==> config.mk <==
export PLATFORM = sky130hd
export DESIGN_NAME = mult_div_sequencer
export DESIGN_NICKNAME = d
export VERILOG_FILES = /design/src/rtl/mult_div_sequencer.sv
export SDC_FILE = /design/constraint.sdc
export NUM_CORES = 1
export LEC_CHECK = 0
export ABC_AREA = 0
export BUFFER_PORTS_ARGS = -buffer_cell sky130_fd_sc_hd__buf_4
export CAP_MARGIN = 20
export CORE_MARGIN = 10
export CORE_UTILIZATION = 35
export CTS_CLUSTER_SIZE = 24
export DETAILED_ROUTE_END_ITERATION = 16
export SLEW_MARGIN = 25
export SYNTH_ARGS = -nofsm -noshare
export SYNTH_HDL_FRONTEND = slang
export SYNTH_SLANG_ARGS = --single-unit
==> constraint.sdc <==
create_clock -name clk -period 3.9 [get_ports clk]
set_input_delay 0.39 -clock clk [delete_from_list [all_inputs] [get_ports clk]]
set_output_delay 0.39 -clock clk [all_outputs]
set_load 0.03 [all_outputs]
==> src/rtl/mult_div_sequencer.sv <==
// HI/LO multiply/divide sequencer: WIDTH-iteration shift-add multiply or restoring
// divide, plus MTHI/MTLO/MFHI/MFLO access and a pipeline stall when busy.
module mult_div_sequencer #(
    parameter int WIDTH = 32
) (
    input  logic             clk,
    input  logic             rst,
    input  logic [WIDTH-1:0] a_in,
    input  logic [WIDTH-1:0] b_in,
    input  logic [3:0]       mult_func,
    input  logic             pause_in,
    output logic [WIDTH-1:0] c_out,
    output logic             pause_out,
    output logic             busy_out
);
    localparam logic [3:0] FUNC_NOTHING       = 4'd0;
    localparam logic [3:0] FUNC_READ_LO       = 4'd1;
    localparam logic [3:0] FUNC_READ_HI       = 4'd2;
    localparam logic [3:0] FUNC_WRITE_LO      = 4'd3;
    localparam logic [3:0] FUNC_WRITE_HI      = 4'd4;
    localparam logic [3:0] FUNC_MULT          = 4'd5;
    localparam logic [3:0] FUNC_SIGNED_MULT   = 4'd6;
    localparam logic [3:0] FUNC_DIVIDE        = 4'd7;
    localparam logic [3:0] FUNC_SIGNED_DIVIDE = 4'd8;

    localparam int CNT_W = (WIDTH > 1) ? $clog2(WIDTH) : 1;
    localparam logic [CNT_W-1:0] CNT_LAST = CNT_W'(WIDTH - 1);
    localparam logic [CNT_W-1:0] CNT_ONE  = CNT_W'(1);

    typedef enum logic [1:0] {ST_IDLE, ST_RUN, ST_FIX} state_t;

    state_t             state_q, state_d;
    logic [WIDTH-1:0]   hi_q, lo_q;
    logic [CNT_W-1:0]   cnt_q;
    logic [2*WIDTH-1:0] acc_q, acc_next;
    logic [WIDTH-1:0]   opnd_q;
    logic               a_neg_q, b_neg_q, is_div_q;

    logic               cmd_present, accept, is_op, op_signed, op_div, a_neg, b_neg;
    logic [WIDTH-1:0]   a_mag, b_mag, fix_hi, fix_lo;
    logic [WIDTH:0]     mul_sum, div_shift, div_diff;
    logic               div_ge;
    logic [2*WIDTH-1:0] prod_fix;

    // Handshake: mult_func is a command held by the pipeline; it is taken at a rising
    // edge only when pause_in=0 and pause_out=0, otherwise the pipeline keeps it stable.
    assign cmd_present = (mult_func != FUNC_NOTHING) && (mult_func <= FUNC_SIGNED_DIVIDE);
    assign busy_out    = (state_q != ST_IDLE);
    assign pause_out   = busy_out && cmd_present;
    assign accept      = !pause_in && !pause_out;
    assign is_op       = (mult_func >= FUNC_MULT) && (mult_func <= FUNC_SIGNED_DIVIDE);
    assign op_signed   = (mult_func == FUNC_SIGNED_MULT) || (mult_func == FUNC_SIGNED_DIVIDE);
    assign op_div      = (mult_func == FUNC_DIVIDE) || (mult_func == FUNC_SIGNED_DIVIDE);
    assign a_neg       = op_signed && a_in[WIDTH-1];
    assign b_neg       = op_signed && b_in[WIDTH-1];
    assign a_mag       = a_neg ? (~a_in + 1'b1) : a_in;
    assign b_mag       = b_neg ? (~b_in + 1'b1) : b_in;

    always_comb begin
        c_out = '0;
        if (mult_func == FUNC_READ_LO) c_out = lo_q;
        else if (mult_func == FUNC_READ_HI) c_out = hi_q;
    end

    always_ff @(posedge clk or negedge rst) begin
        if (!rst) state_q <= ST_IDLE;
        else      state_q <= state_d;
    end

    always_comb begin
        state_d = state_q;
        case (state_q)
            ST_IDLE: if (accept && is_op) state_d = ST_RUN;
            ST_RUN:  if (cnt_q == '0) state_d = ST_FIX;
            ST_FIX:  state_d = ST_IDLE;
            default: state_d = ST_IDLE;
        endcase
    end

    // acc holds {partial product, multiplier} for multiply and {remainder, quotient}
    // for divide. A zero divisor needs no special case: every trial subtract succeeds,
    // giving an all-ones quotient and the dividend magnitude as remainder.
    always_comb begin
        mul_sum   = {1'b0, acc_q[2*WIDTH-1:WIDTH]} + (acc_q[0] ? {1'b0, opnd_q} : '0);
        div_shift = {acc_q[2*WIDTH-1:WIDTH], acc_q[WIDTH-1]};
        div_diff  = div_shift - {1'b0, opnd_q};
        div_ge    = (div_shift >= {1'b0, opnd_q});
        if (is_div_q)
            acc_next = {(div_ge ? div_diff[WIDTH-1:0] : div_shift[WIDTH-1:0]),
                        acc_q[WIDTH-2:0], div_ge};
        else
            acc_next = {mul_sum, acc_q[WIDTH-1:1]};
    end

    always_comb begin
        prod_fix = (a_neg_q ^ b_neg_q) ? (~acc_q + 1'b1) : acc_q;
        if (is_div_q) begin
            fix_lo = (a_neg_q ^ b_neg_q) ? (~acc_q[WIDTH-1:0] + 1'b1) : acc_q[WIDTH-1:0];
            fix_hi = a_neg_q ? (~acc_q[2*WIDTH-1:WIDTH] + 1'b1) : acc_q[2*WIDTH-1:WIDTH];
        end else begin
            fix_lo = prod_fix[WIDTH-1:0];
            fix_hi = prod_fix[2*WIDTH-1:WIDTH];
        end
    end

    always_ff @(posedge clk or negedge rst) begin
        if (!rst) begin
            hi_q     <= '0;
            lo_q     <= '0;
            cnt_q    <= '0;
            acc_q    <= '0;
            opnd_q   <= '0;
            a_neg_q  <= 1'b0;
            b_neg_q  <= 1'b0;
            is_div_q <= 1'b0;
        end else begin
            case (state_q)
                ST_IDLE: if (accept) begin
                    if (mult_func == FUNC_WRITE_LO) lo_q <= a_in;
                    if (mult_func == FUNC_WRITE_HI) hi_q <= a_in;
                    if (is_op) begin
                        a_neg_q  <= a_neg;
                        b_neg_q  <= b_neg;
                        is_div_q <= op_div;
                        cnt_q    <= CNT_LAST;
                        opnd_q   <= op_div ? b_mag : a_mag;
                        acc_q    <= {{WIDTH{1'b0}}, (op_div ? a_mag : b_mag)};
                    end
                end
                ST_RUN: begin
                    acc_q <= acc_next;
                    cnt_q <= cnt_q - CNT_ONE;
                end
                ST_FIX: begin
                    hi_q <= fix_hi;
                    lo_q <= fix_lo;
                end
                default: ;
            endcase
        end
    end
endmodule

==> metrics.yaml <==
placed_design:
  detailedPlacementHpwl_microns: 45700
  place.port_buffers: 104
  dpl.cell_count: 2501
  routabilityCongestion: 1.01
global_routing:
  first_global_vias: 14185
  gr-usage-all-layers_pct: 21.9
  grt_first_pass_wirelength_microns: 87400
  grt-ovfl-total: 0
  largest_net_degree_at_the_start_of_global_routing: 90
  grt_antenna_before_repair: 3
yosys:
  post_synth_instance_area_sq_um: 15000
  mappedNetlistNets: 2047
  synthesis.yosys.warnings: 0
  synth_sequential_area_ratio_pct: 28.3
  ys_async_sr_fraction_pct: 100
  most_common_cell_in_the_netlist: "nand2_1"
  post_synth_main_area_contributors: "dfrtp_1, ha_1, xnor2_1, o21ai_0, nand2_1"
  netlist_top_cells_count: "nand2_1, o21ai_0, nor2_1, dfrtp_1, a21oi_1"
  ys_ff_latch: 170
  synth_edf_count: 0
  netlist-cell-type-count: 78
  syn_inst: 1904
  mean_instance_size_in_the_synthesized_netlist_sq_um: 7.89
  post-synth-top-area-cell: "dfrtp_1"
  synth_flop_cell: "dfrtp_1"
  post-synth-top-area-fraction_pct: 28.3
cells_and_area:
  num-nets-final: 2125
  count_of_fill_cells_added_during_filler_insertion: 4275
  post_layout_nonfiller_instances: 2535
  final_layout_size_suffix_gt1_share_pct: 12.8
  area_delta_synth_final_pct: 15.5
pwr:
  p_int_mw: 8.11
  power_density_nw_per_um2: 948
  max-vdd-ir-drop_mv: 0.387
  comb_power_share_pct: 67.7
  cellLeakagePower_nw: 7.37
  seq_power_share_pct: 21.0
  swShare_pct: 50.7
  net-switching-power_mw: 8.34
  clockPowerShare_pct: 11.4
setup_path:
  timing.critical_path.from_type: "flip-flop"
  crit_slowest_cell: "dfrtp_1"
  critical-path-top-delay-family: "compound AO/OA/AOI/OAI gates"
  nature_of_the_critical_path_endpoint: "flip-flop"
  worst-endpoint-required_ps: 4240
  critPathArrivalTime_ps: 3980
  cp_num_cells: 13
  path_buf_inv: 1
  max_stage_delay_ps: 460
  reg2regPathDepth: 13
  critical_path_peak_fanout: 9
  setup.worst_path.class: "flip-flop to flip-flop"
  crit_path_cell_trace: "clkinvlp_4 -> nor2_1 -> ha_1 -> nor2b_1 -> o21ai_0 -> a21boi_0 -> o211ai_1 -> a31oi_1 -> o21ai_1 -> nand2b_1 -> a21oi_1 -> xor2_1 -> a221o_1"
floorplan:
  fp.coreArea_sq_um: 42200
  dieArea_sq_um: 51600
  floorplan.die.height_microns: 227
  placementRows: 75
  die_width_microns: 227
  start_util_pct: 35.6
  boundary_pin_count: 105
route:
  drt_first_pass_iters: 7
  dr.first_iter.drc_count: 1678
  avgRoutedWirePerCell_microns: 22.9
  num_vias: 15368
  antenna_violating_nets_post_route: 0
  drt-total-wl_microns: 58200
  drt_drc_violations_left: 0
  detail_route.vias_per_cell: 6.06
sta:
  clock.fmax_mhz: 275
  slew_headroom_pct: 40.3
  clk_skew_ps: 14.8
  max_slew.worst_pin.slew_ps: 895
  finalCritPeriodShare_pct: 93.3
  finalSetupViolCount: 0
  rsz0062_at_grt: "true"
  period_needed_ps: 3640
  hold_viol_final: 0
  fin_setup_tns_ps: 0
  drv_slew: 0
clocking:
  ctsLongestPathBuffers: 2
  post_cts_buffers: 0
  clk_pin_slew_ps: 80
  cts_num_sinks: 170
  ctsRootBufferMaster: "clkbuf_16"
  tritoncts_clock_tree: "built"
  htree_num_levels: 4
  worstSkewPairLatency_ps: 450
  number_of_buffers_created_by_cts: 17
run_status:
  outcome: "completed"
hold_path:
  whs_path_depth: 3
  min-delay-path-class: "input pin to flip-flop"
flow_run:
  max_capacitance_violation_count: 0
## what timing repair did
action | in CTS | in global routing
gates resized for setup | 0 | 4
endpoints found under the hold margin | 50 | 0
setup endpoints to repair | 0 | 9
hold buffers | 1 | 0
## layer usage
| layer | GRT usage (%) | up-vias | part of all wire, % |
|---|---|---|---|
| li1 | - | 7096 | - |
| met3 | 3.17 | 63 | 8.2 |
| met5 | 0 | - | 0.034 |
| met1 | 32.2 | 7523 | 46 |
| met2 | 32.9 | 684 | 44 |
| met4 | 5.46 | 2 | 2.0 |
## cell families (layout without fill, tap and decap cells)
| kind of cell | count (synthesis) | after routing | share of synthesized area [%] |
|---|---|---|---|
| flops | 170 | 170 | 28.3 |
| mux | 70 | 70 | 4.66 |
| compound gates | 637 | 637 | 27.6 |
| buf+inv | 193 | 284 | 4.94 |
| simple gates | 586 | 586 | 18.2 |
| other cells | 0 | 1 | 0 |
| fa+ha+maj | 72 | 72 | 6.09 |
| xor+xnor | 176 | 176 | 10.3 |
## layout make-up
type / count / area (sq um) / share of cell area (%)
clock inverter: 14 / 185 / 1.07
inverter: 66 / 251 / 1.45
timing repair buffer: 186 / 1430 / 8.23
antenna: 1 / 2.50 / 0.0144
tap: 539 / 674 / 3.89
sequential: 170 / 4260 / 24.5
multi-input combinational: 1541 / 10100 / 58.3
clock buffer: 18 / 439 / 2.53
## sequential cells by signal (all words and copies together) (netlist names)
name,cells
a_neg_q,1
opnd_q,32
cnt_q,5
hi_q,32
lo_q,32
b_neg_q,1
acc_q,64
state_q,2
is_div_q,1
## worst paths after layout
kind	start	to	slack (ps)
setup reg to reg	acc_q[0]	acc_q[61]	260
hold / removal	a_in[1]	hi_q[1]	220
setup / recovery	acc_q[0]	acc_q[61]	260
hold reg to reg	hi_q[0]	hi_q[0]	480
min in group asynchronous	rst	lo_q[11]	450
max in group asynchronous	rst	acc_q[38]	2530
## per-stage QoR
step	hold WS [ps]	worst slack [ps]	area (sq um)	total power [mW]	util, %
3_3_place_gp	377	329	16700	14.2	39.6
2_1_floorplan	94.4	357	15000	10.9	-
5_1_grt	223	-34.7	17400	17.7	41.1
6_report	222	262	17400	16.5	41.1
4_1_cts	211	178	17300	16.3	41.1
3_5_place_dp	374	221	16700	14.3	39.6
## cell usage in the layout (no fill, tap or decap), types with 9 or more instances in the layout
| cell type | netlist | layout |
|---|---|---|
| ha_1 | 70 | 70 |
| o31ai_1 | 23 | 23 |
| nand4_1 | 10 | 10 |
| inv_1 | 66 | 65 |
| and2_1 | 16 | 16 |
| a22oi_1 | 20 | 20 |
| nor2_1 | 173 | 171 |
| mux2i_1 | 70 | 70 |
| or4_1 | 9 | 9 |
| a21oi_1 | 142 | 142 |
| nor3_1 | 39 | 38 |
| xor2_1 | 76 | 76 |
| xnor2_1 | 100 | 100 |
| nor4_1 | 13 | 13 |
| or2_2 | 9 | 9 |
| nand2_1 | 211 | 211 |
| o21ai_0 | 174 | 173 |
| o21bai_1 | 9 | 9 |
| and3_1 | 9 | 9 |
| o21a_1 | 10 | 10 |
| a21o_1 | 21 | 21 |
| a31oi_1 | 24 | 24 |
| clkbuf_16 | 0 | 17 |
| buf_4 | 0 | 182 |
| or3_1 | 15 | 15 |
| o41ai_1 | 17 | 17 |
| a22o_1 | 33 | 33 |
| nand2b_1 | 16 | 15 |
| o211ai_1 | 39 | 39 |
| o221ai_1 | 24 | 24 |
| nand3_1 | 27 | 26 |
| dfrtp_1 | 170 | 169 |
| a211oi_1 | 40 | 39 |
| a221o_1 | 12 | 12 |
| nor2b_1 | 12 | 10 |
## worst reg2reg max path, cell delays in order, from the launching register on
cell	delay (ps)
dfrtp_1	460
clkinvlp_4	290
nor2_1	180
ha_1	280
nor2b_1	150
o21ai_0	260
a21boi_0	190
o211ai_1	460
a31oi_1	230
o21ai_1	340
nand2b_1	150
a21oi_1	70
xor2_1	140
a221o_1	320
## power groups by stage
stage               combinational (mW)  clock [mW]  sequential [mW]
floorplan                         7.64           0             3.28
global placement                  10.8           0             3.44
detailed placement                10.9           0             3.46
CTS                               11.0        1.89             3.43
global route                      12.2        1.96             3.55
finish                            11.1        1.87             3.45
(Power assumes the default switching activity.)
